## config.mk

```make
export PLATFORM = sky130hd
export DESIGN_NAME = hb_down2_flat
export DESIGN_NICKNAME = d
export VERILOG_FILES = /design/src/rtl/hb_down2_if.sv /design/src/rtl/hb_down2.sv /design/src/flat_wrapper.sv
export SDC_FILE = /design/constraint.sdc
export NUM_CORES = 2
export LEC_CHECK = 0
export CAP_MARGIN = 20
export CORE_UTILIZATION = 45
export CTS_BUF_LIST = sky130_fd_sc_hd__clkbuf_16
export DETAILED_ROUTE_END_ITERATION = 8
export GPL_ROUTABILITY_DRIVEN = 0
export GPL_TIMING_DRIVEN = 0
export PLACE_DENSITY_LB_ADDON = 0.12
export SLEW_MARGIN = 10
export SYNTH_ARGS = -nofsm -noshare
export SYNTH_HDL_FRONTEND = slang
export SYNTH_SLANG_ARGS = --single-unit
```

## constraint.sdc

```tcl
create_clock -name clk -period 6.54 [get_ports clk]
set_input_delay 1.308 -clock clk [delete_from_list [all_inputs] [get_ports clk]]
set_output_delay 1.308 -clock clk [all_outputs]
set_load 0.01 [all_outputs]
```

## src/rtl/hb_down2_if.sv

```systemverilog
// Sample stream bundle for the half-band decimator: qualified input samples in,
// decimated samples with overflow flag out.
interface hb_down2_if #(
    parameter int XIN_WIDTH  = 16,
    parameter int YOUT_WIDTH = 16
);
    logic signed [XIN_WIDTH-1:0]  xin;
    logic                         xin_valid;
    logic signed [YOUT_WIDTH-1:0] yout;
    logic                         yout_valid;
    logic                         ovf;

    modport master (output xin, xin_valid, input yout, yout_valid, ovf);
    modport slave  (input xin, xin_valid, output yout, yout_valid, ovf);
endinterface

```

## src/rtl/hb_down2.sv

```systemverilog
// Half-band decimate-by-2 FIR sharing the interpolator's unique-coefficient table.
// Four-stage free-running valid-tagged pipeline: pre-add, multiply, sum, round/saturate.
module hb_down2 #(
    parameter int XIN_WIDTH      = 16,
    parameter int COE_WIDTH      = 16,
    parameter int NUM_UNIQUE_COE = 5,
    parameter logic signed [COE_WIDTH-1:0] COE_NUMS [NUM_UNIQUE_COE] =
        '{16'sd952, -16'sd1609, 16'sd3090, -16'sd6260, 16'sd20622},
    parameter int YOUT_WIDTH     = 16,
    parameter int SRA_BITS       = 15
) (
    input  logic        clk,
    input  logic        rst_n,
    hb_down2_if.slave   bus
);
    localparam int N      = NUM_UNIQUE_COE;
    localparam int TAPS   = 4 * N - 1;
    localparam int CTR    = 2 * N - 1;
    localparam int PRE_W  = XIN_WIDTH + 1;
    localparam int PROD_W = XIN_WIDTH + COE_WIDTH + 1;
    localparam int ACC_W  = XIN_WIDTH + COE_WIDTH + 2 + $clog2(N + 1);

    localparam logic signed [ACC_W-1:0] HALF =
        {{(ACC_W-SRA_BITS-1){1'b0}}, 1'b1, {SRA_BITS{1'b0}}};
    localparam logic signed [ACC_W-1:0] YMAX =
        {{(ACC_W-YOUT_WIDTH+1){1'b0}}, {(YOUT_WIDTH-1){1'b1}}};
    localparam logic signed [ACC_W-1:0] YMIN =
        {{(ACC_W-YOUT_WIDTH+1){1'b1}}, {(YOUT_WIDTH-1){1'b0}}};

    // Odd distance from the centre tap for unique coefficient i (outermost first).
    function automatic int tap_off(input int i);
        return 2 * (N - 1 - i) + 1;
    endfunction

    // Round half up while dropping the coefficient fraction plus the decimation gain of 2.
    function automatic logic signed [ACC_W-1:0] round_shift(input logic signed [ACC_W-1:0] v);
        return (v + HALF) >>> (SRA_BITS + 1);
    endfunction

    // Returns {ovf, clipped sample}.
    function automatic logic [YOUT_WIDTH:0] saturate(input logic signed [ACC_W-1:0] v);
        if (v > YMAX)
            return {1'b1, 1'b0, {(YOUT_WIDTH-1){1'b1}}};
        else if (v < YMIN)
            return {1'b1, 1'b1, {(YOUT_WIDTH-1){1'b0}}};
        else
            return {1'b0, v[YOUT_WIDTH-1:0]};
    endfunction

    // ---- p0: delay line, phase tracking, output trigger ----
    logic signed [XIN_WIDTH-1:0] r_xd [TAPS];
    logic                        r_phase;
    logic                        r_vld_p0;

    always_ff @(posedge clk or negedge rst_n) begin
        if (!rst_n) begin
            for (int k = 0; k < TAPS; k++) r_xd[k] <= '0;
            r_phase  <= 1'b0;
            r_vld_p0 <= 1'b0;
        end else begin
            r_vld_p0 <= bus.xin_valid & ~r_phase;
            if (bus.xin_valid) begin
                r_xd[0] <= bus.xin;
                for (int k = 1; k < TAPS; k++) r_xd[k] <= r_xd[k-1];
                r_phase <= ~r_phase;
            end
        end
    end

    // ---- p1: symmetric pre-add ----
    logic signed [PRE_W-1:0]     r_pre_p1 [N];
    logic signed [XIN_WIDTH-1:0] r_ctr_p1;
    logic                        r_vld_p1;

    always_ff @(posedge clk or negedge rst_n) begin
        if (!rst_n) begin
            for (int i = 0; i < N; i++) r_pre_p1[i] <= '0;
            r_ctr_p1 <= '0;
            r_vld_p1 <= 1'b0;
        end else begin
            for (int i = 0; i < N; i++)
                r_pre_p1[i] <= PRE_W'(r_xd[CTR - tap_off(i)]) + PRE_W'(r_xd[CTR + tap_off(i)]);
            r_ctr_p1 <= r_xd[CTR];
            r_vld_p1 <= r_vld_p0;
        end
    end

    // ---- p2: coefficient multiply; centre tap is a pure shift ----
    logic signed [PROD_W-1:0] r_prod_p2 [N];
    logic signed [ACC_W-1:0]  r_ctr_p2;
    logic                     r_vld_p2;

    always_ff @(posedge clk or negedge rst_n) begin
        if (!rst_n) begin
            for (int i = 0; i < N; i++) r_prod_p2[i] <= '0;
            r_ctr_p2 <= '0;
            r_vld_p2 <= 1'b0;
        end else begin
            for (int i = 0; i < N; i++)
                r_prod_p2[i] <= PROD_W'(COE_NUMS[i]) * PROD_W'(r_pre_p1[i]);
            r_ctr_p2 <= ACC_W'(r_ctr_p1) <<< SRA_BITS;
            r_vld_p2 <= r_vld_p1;
        end
    end

    // ---- p3: accumulate ----
    logic signed [ACC_W-1:0] w_sum;
    logic signed [ACC_W-1:0] r_acc_p3;
    logic                    r_vld_p3;

    always_comb begin
        w_sum = r_ctr_p2;
        for (int i = 0; i < N; i++) w_sum = w_sum + ACC_W'(r_prod_p2[i]);
    end

    always_ff @(posedge clk or negedge rst_n) begin
        if (!rst_n) begin
            r_acc_p3 <= '0;
            r_vld_p3 <= 1'b0;
        end else begin
            r_acc_p3 <= w_sum;
            r_vld_p3 <= r_vld_p2;
        end
    end

    // ---- p4: round, saturate, hold between strobes ----
    logic [YOUT_WIDTH:0]          w_sat;
    logic signed [YOUT_WIDTH-1:0] r_yout_p4;
    logic                         r_ovf_p4;
    logic                         r_vld_p4;

    assign w_sat = saturate(round_shift(r_acc_p3));

    always_ff @(posedge clk or negedge rst_n) begin
        if (!rst_n) begin
            r_yout_p4 <= '0;
            r_ovf_p4  <= 1'b0;
            r_vld_p4  <= 1'b0;
        end else begin
            r_vld_p4 <= r_vld_p3;
            if (r_vld_p3) begin
                r_yout_p4 <= w_sat[YOUT_WIDTH-1:0];
                r_ovf_p4  <= w_sat[YOUT_WIDTH];
            end
        end
    end

    assign bus.yout       = r_yout_p4;
    assign bus.ovf        = r_ovf_p4;
    assign bus.yout_valid = r_vld_p4;
endmodule
```

## src/flat_wrapper.sv

```systemverilog
// flat-port wrapper written by rule: the top's interface ports become plain ports
module hb_down2_flat 
#(
    parameter int XIN_WIDTH      = 16,
    parameter int COE_WIDTH      = 16,
    parameter int NUM_UNIQUE_COE = 5,
    parameter logic signed [COE_WIDTH-1:0] COE_NUMS [NUM_UNIQUE_COE] =
        '{16'sd952, -16'sd1609, 16'sd3090, -16'sd6260, 16'sd20622},
    parameter int YOUT_WIDTH     = 16,
    parameter int SRA_BITS       = 15
)
  (clk, rst_n, bus_xin, bus_xin_valid, bus_yout, bus_yout_valid, bus_ovf);
  hb_down2_if #(.XIN_WIDTH(XIN_WIDTH), .YOUT_WIDTH(YOUT_WIDTH)) bus_i ();
  input  logic clk;
  input  logic rst_n;
  input wire logic [$bits(bus_i.xin)-1:0] bus_xin;
  input wire logic [$bits(bus_i.xin_valid)-1:0] bus_xin_valid;
  output wire logic [$bits(bus_i.yout)-1:0] bus_yout;
  output wire logic [$bits(bus_i.yout_valid)-1:0] bus_yout_valid;
  output wire logic [$bits(bus_i.ovf)-1:0] bus_ovf;
  assign bus_i.xin = bus_xin;
  assign bus_i.xin_valid = bus_xin_valid;
  assign bus_yout = bus_i.yout;
  assign bus_yout_valid = bus_i.yout_valid;
  assign bus_ovf = bus_i.ovf;
  hb_down2 #(.XIN_WIDTH(XIN_WIDTH), .COE_WIDTH(COE_WIDTH), .NUM_UNIQUE_COE(NUM_UNIQUE_COE), .COE_NUMS(COE_NUMS), .YOUT_WIDTH(YOUT_WIDTH), .SRA_BITS(SRA_BITS)) u_core (.clk(clk), .rst_n(rst_n), .bus(bus_i));
endmodule
```

==> summary by stage <==
Status
The run finished with clean final reports.

Floorplan
For this configuration, the core starts out at a cell density of 45.4%. The die covers 104000 sq um. In this run the core area contains 117 standard-cell rows.

The horizontal extent of the die is 322 um. After floorplanning, the core was sized to cover 102000 sq um. The vertical die dimension is 322 um.

For this design the top-level I/O count stands at 37.

Critical path
STA classifies the critical path endpoint as a register. The critical path required time is 7080 ps. The arrival time at the worst endpoint is 6760 ps. The category of the worst setup path launch point is a register. The largest fanout of any net on the critical path is 6. The worst setup path is of the register to register kind.

Layout
Relative to the synthesized area, the layout overhead comes to 10.1%. Once layout is complete, the utilization of the core stands at 50.0%. The sequential cells in the finished layout cover a total of 15200 sq um. The area used by multi-input combinational logic is 27600 sq um. In the final layout, the share of cells above drive strength 1 is 11.0%. The net count of the finished layout is 5299.

The layout has 9315 filler cells. The number of antenna diodes in the final layout is 0.

STA
The sum of negative setup slack is 0 ps. The peak clock frequency supported by timing is 161 MHz. After layout, the minimum clock period comes to 6220 ps. The final number of max-transition violations came to 0. The worst slew slack as a fraction of its limit is 34.4%. The actual slew at the worst max-slew pin is 985 ps. For the final database, setup skew stands at 31.8 ps.

The minimum hold slack is 351 ps. The share of the clock period used by the worst path is 95.1%. Setup violations remaining at the end of the flow were counted as 0. The final count of hold timing violations is 0. Setup repair after global routing left no endpoint under its margin.

Yosys
The number of different library cells in the post-synthesis netlist is 86. In this run, synthesis inferred 0 flip-flops with an integrated enable. The cell area after technology mapping is 46200 sq um. The Yosys step of the flow raised 0 warnings. Of the synthesized area, sequential elements account for 33.0%. The most used flip-flop cell after synthesis is sky130_fd_sc_hd__dfrtp_1. The post-synthesis cell count is 4140. The mean instance size in the synthesized netlist is 11.2 sq um. After synthesis, the share of flip-flops with an asynchronous set or reset is 100%. After synthesis the netlist holds a flip-flop and latch count of 609. The number of nets in the synthesized netlist is 5181.

Clock network
The maximum buffer depth of the clock tree is 3. TritonCTS built the clock tree. The clock latency on the worst-skew pair is 650 ps.

The clock-pin transition on the worst setup and hold timing paths is 60 ps. The root buffer cell chosen for the clock tree is sky130_fd_sc_hd__clkbuf_16. The count of H-tree levels built during CTS is 3. The number of buffers inserted during clock tree synthesis is 72. The number of sinks driven by the clock tree is 609.

Detailed routing
In the routed design, unresolved DRC markers number 0. Once detail routing completed, the nets flagged for antenna violations numbered 0. The initial DRC count is 1299. The detailed-route vias per instance is 4.93. The total number of vias is 28000. The first-pass iteration count of the detailed router is 5. The routed length per placed instance is 17.1 um. The aggregate routed wire length is 97200 um.

Global route
The first global-routing pass estimated 157000 um of wire. For this run the aggregate overflow at the end of global routing stands at 0. The initial antenna violation count is 15. The overall global routing resource usage is 19.5%. Entering global routing, the biggest net connects 109 pins. The via count of the first global-routing pass came to 28000.

Worst hold path
The class of the tightest hold or removal check is register to register.

Run
The count of maximum capacitance violations is 0.

Place
In this run the tool buffered the top-level ports with 35 buffer cells. The estimated wirelength of the detail-placed design is 80800 um.
## path summary, 6_finish.rpt
path                                        from                  end  slack, ps  depth (start not counted)
setup / recovery           u_core.r_prod_p2[116]  u_core.r_acc_p3[36]        320                         25
hold / removal                u_core.r_ctr_p1[6]  u_core.r_ctr_p2[21]        350                          0
setup reg to reg           u_core.r_prod_p2[116]  u_core.r_acc_p3[36]        320                         25
hold reg to reg               u_core.r_ctr_p1[6]  u_core.r_ctr_p2[21]        350                          0
max in group asynchronous                  rst_n   u_core.bus.yout[0]       3770                          5
min in group asynchronous                  rst_n     u_core.r_xd[301]        500                          1
## final cells by class
class,count,area share (%)
Clock inverter,56,1.07
Sequential cell,609,30.0
Buffer,47,0.384
Clock buffer,73,3.59
Timing Repair Buffer,44,1.06
Multi-Input combinational cell,2617,54.2
Tap cell,1368,3.36
Inverter,867,6.40
## critical path, cell delays in order (launching register included)
cell and delay (ps):
sky130_fd_sc_hd__dfrtp_1 360, sky130_fd_sc_hd__inv_1 90, sky130_fd_sc_hd__fa_1 430, sky130_fd_sc_hd__fa_1 490, sky130_fd_sc_hd__inv_1 40, sky130_fd_sc_hd__ha_1 360
sky130_fd_sc_hd__a21o_1 180, sky130_fd_sc_hd__a21oi_1 130, sky130_fd_sc_hd__nor2b_1 60, sky130_fd_sc_hd__or3_1 340, sky130_fd_sc_hd__a211o_1 330, sky130_fd_sc_hd__o2111ai_2 230
sky130_fd_sc_hd__a21oi_2 100, sky130_fd_sc_hd__o21a_2 250, sky130_fd_sc_hd__or2_2 360, sky130_fd_sc_hd__fa_1 490, sky130_fd_sc_hd__inv_1 50, sky130_fd_sc_hd__ha_1 370
sky130_fd_sc_hd__a21o_1 210, sky130_fd_sc_hd__a21o_1 160, sky130_fd_sc_hd__a21oi_1 290, sky130_fd_sc_hd__o21ai_0 150, sky130_fd_sc_hd__a21oi_1 180, sky130_fd_sc_hd__o21ai_0 160
sky130_fd_sc_hd__nand3b_1 200, sky130_fd_sc_hd__o21ai_0 100
## sequential cells by signal, summed over array words and instances (netlist names)
name and flops:
u_core.r_xd 304, u_core.r_acc_p3 22, u_core.bus.ovf 1, u_core.r_ctr_p2 16, u_core.r_vld_p3 1, u_core.r_phase 1, u_core.r_vld_p1 1, u_core.r_prod_p2 143
u_core.r_vld_p0 1, u_core.r_ctr_p1 16, u_core.r_pre_p1 85, u_core.r_vld_p2 1, u_core.bus.yout 16, u_core.bus.yout_valid 1
## cell usage after synthesis, drive strengths merged (8+ instances only)
cell | n | area [sq um]
or3 | 8 | 50.1
nand4 | 14 | 87.6
dfrtp | 609 | 15200
inv | 867 | 3250
a21boi | 12 | 90.1
nand2b | 19 | 119
a211oi | 13 | 103
buf | 14 | 71.3
a31oi | 12 | 81.3
clkbuf | 33 | 124
a21oi | 186 | 961
nor2b | 30 | 188
xor2 | 70 | 613
nor2 | 143 | 537
o21a | 33 | 250
a21o | 93 | 699
fa | 407 | 8150
mux2 | 302 | 3400
and3 | 13 | 86.3
and4 | 8 | 72.6
xnor2 | 191 | 1670
and2 | 8 | 52.6
nand3 | 42 | 210
ha | 615 | 7690
nand2 | 112 | 420
o21ai | 113 | 573
or2 | 11 | 68.8
nor3 | 34 | 170
o21bai | 25 | 188
## routing by layer
layer	part of all wire (%)	track usage [%]	vias to the layer above
li1	-	-	13700
met1	51	29.7	13800
met2	44	29.1	319
met3	3.5	2.70	103
met4	1.9	4.84	2
met5	0.010	0	-
## what timing repair did
action | 4_1_cts | 5_1_grt
gates resized for setup | 2 | 4
buffers inserted | 0 | 2
pin swaps | 0 | 4
endpoints found under the setup margin | 2 | 11
hold buffers | 0 | 0
## stage by stage
stage | std cells | cell area, sq um | setup slack, ps
6_report | 5681 | 50900 | 323
2_1_floorplan | 4140 | 46200 | 949
3_3_place_gp | 5543 | 48300 | -23680
4_1_cts | 5678 | 50800 | 36.2
5_1_grt | 5681 | 50900 | 8.87
3_5_place_dp | 5549 | 48400 | 14.6
## placed cells by master (no fill, tap or decap), types with 14 or more instances in the layout
master,Yosys,routed
sky130_fd_sc_hd__dfrtp_1,609,609
sky130_fd_sc_hd__o21a_1,31,31
sky130_fd_sc_hd__o21ai_0,97,97
sky130_fd_sc_hd__a21o_1,92,92
sky130_fd_sc_hd__xor2_1,70,70
sky130_fd_sc_hd__nor2_1,143,143
sky130_fd_sc_hd__a21oi_1,178,177
sky130_fd_sc_hd__inv_1,867,881
sky130_fd_sc_hd__nand2_1,112,112
sky130_fd_sc_hd__xnor2_1,191,190
sky130_fd_sc_hd__clkdlybuf4s50_1,0,34
sky130_fd_sc_hd__clkbuf_1,33,33
sky130_fd_sc_hd__o21ai_1,14,14
sky130_fd_sc_hd__nor2b_1,30,30
sky130_fd_sc_hd__mux2_2,302,302
sky130_fd_sc_hd__clkbuf_16,0,73
sky130_fd_sc_hd__nand3_1,42,42
sky130_fd_sc_hd__fa_1,407,407
sky130_fd_sc_hd__o21bai_1,25,25
sky130_fd_sc_hd__nand2b_1,19,19
sky130_fd_sc_hd__nor3_1,34,34
sky130_fd_sc_hd__ha_1,615,615
sky130_fd_sc_hd__nand4_1,14,14
## logic make-up (layout without fill, tap and decap cells)
kind of cell | count (synthesis) | in the layout | synth area share, %
buf+inv | 914 | 1087 | 7.46
fa+ha+maj | 1022 | 1022 | 34.3
mux | 306 | 306 | 7.45
flops | 609 | 609 | 33.0
xor+xnor | 261 | 261 | 4.95
compound gates | 574 | 574 | 8.21
simple gates | 454 | 454 | 4.67
Power is not shown: default switching activity piles up to over one toggle a cycle in this logic, so the estimate is an artifact.
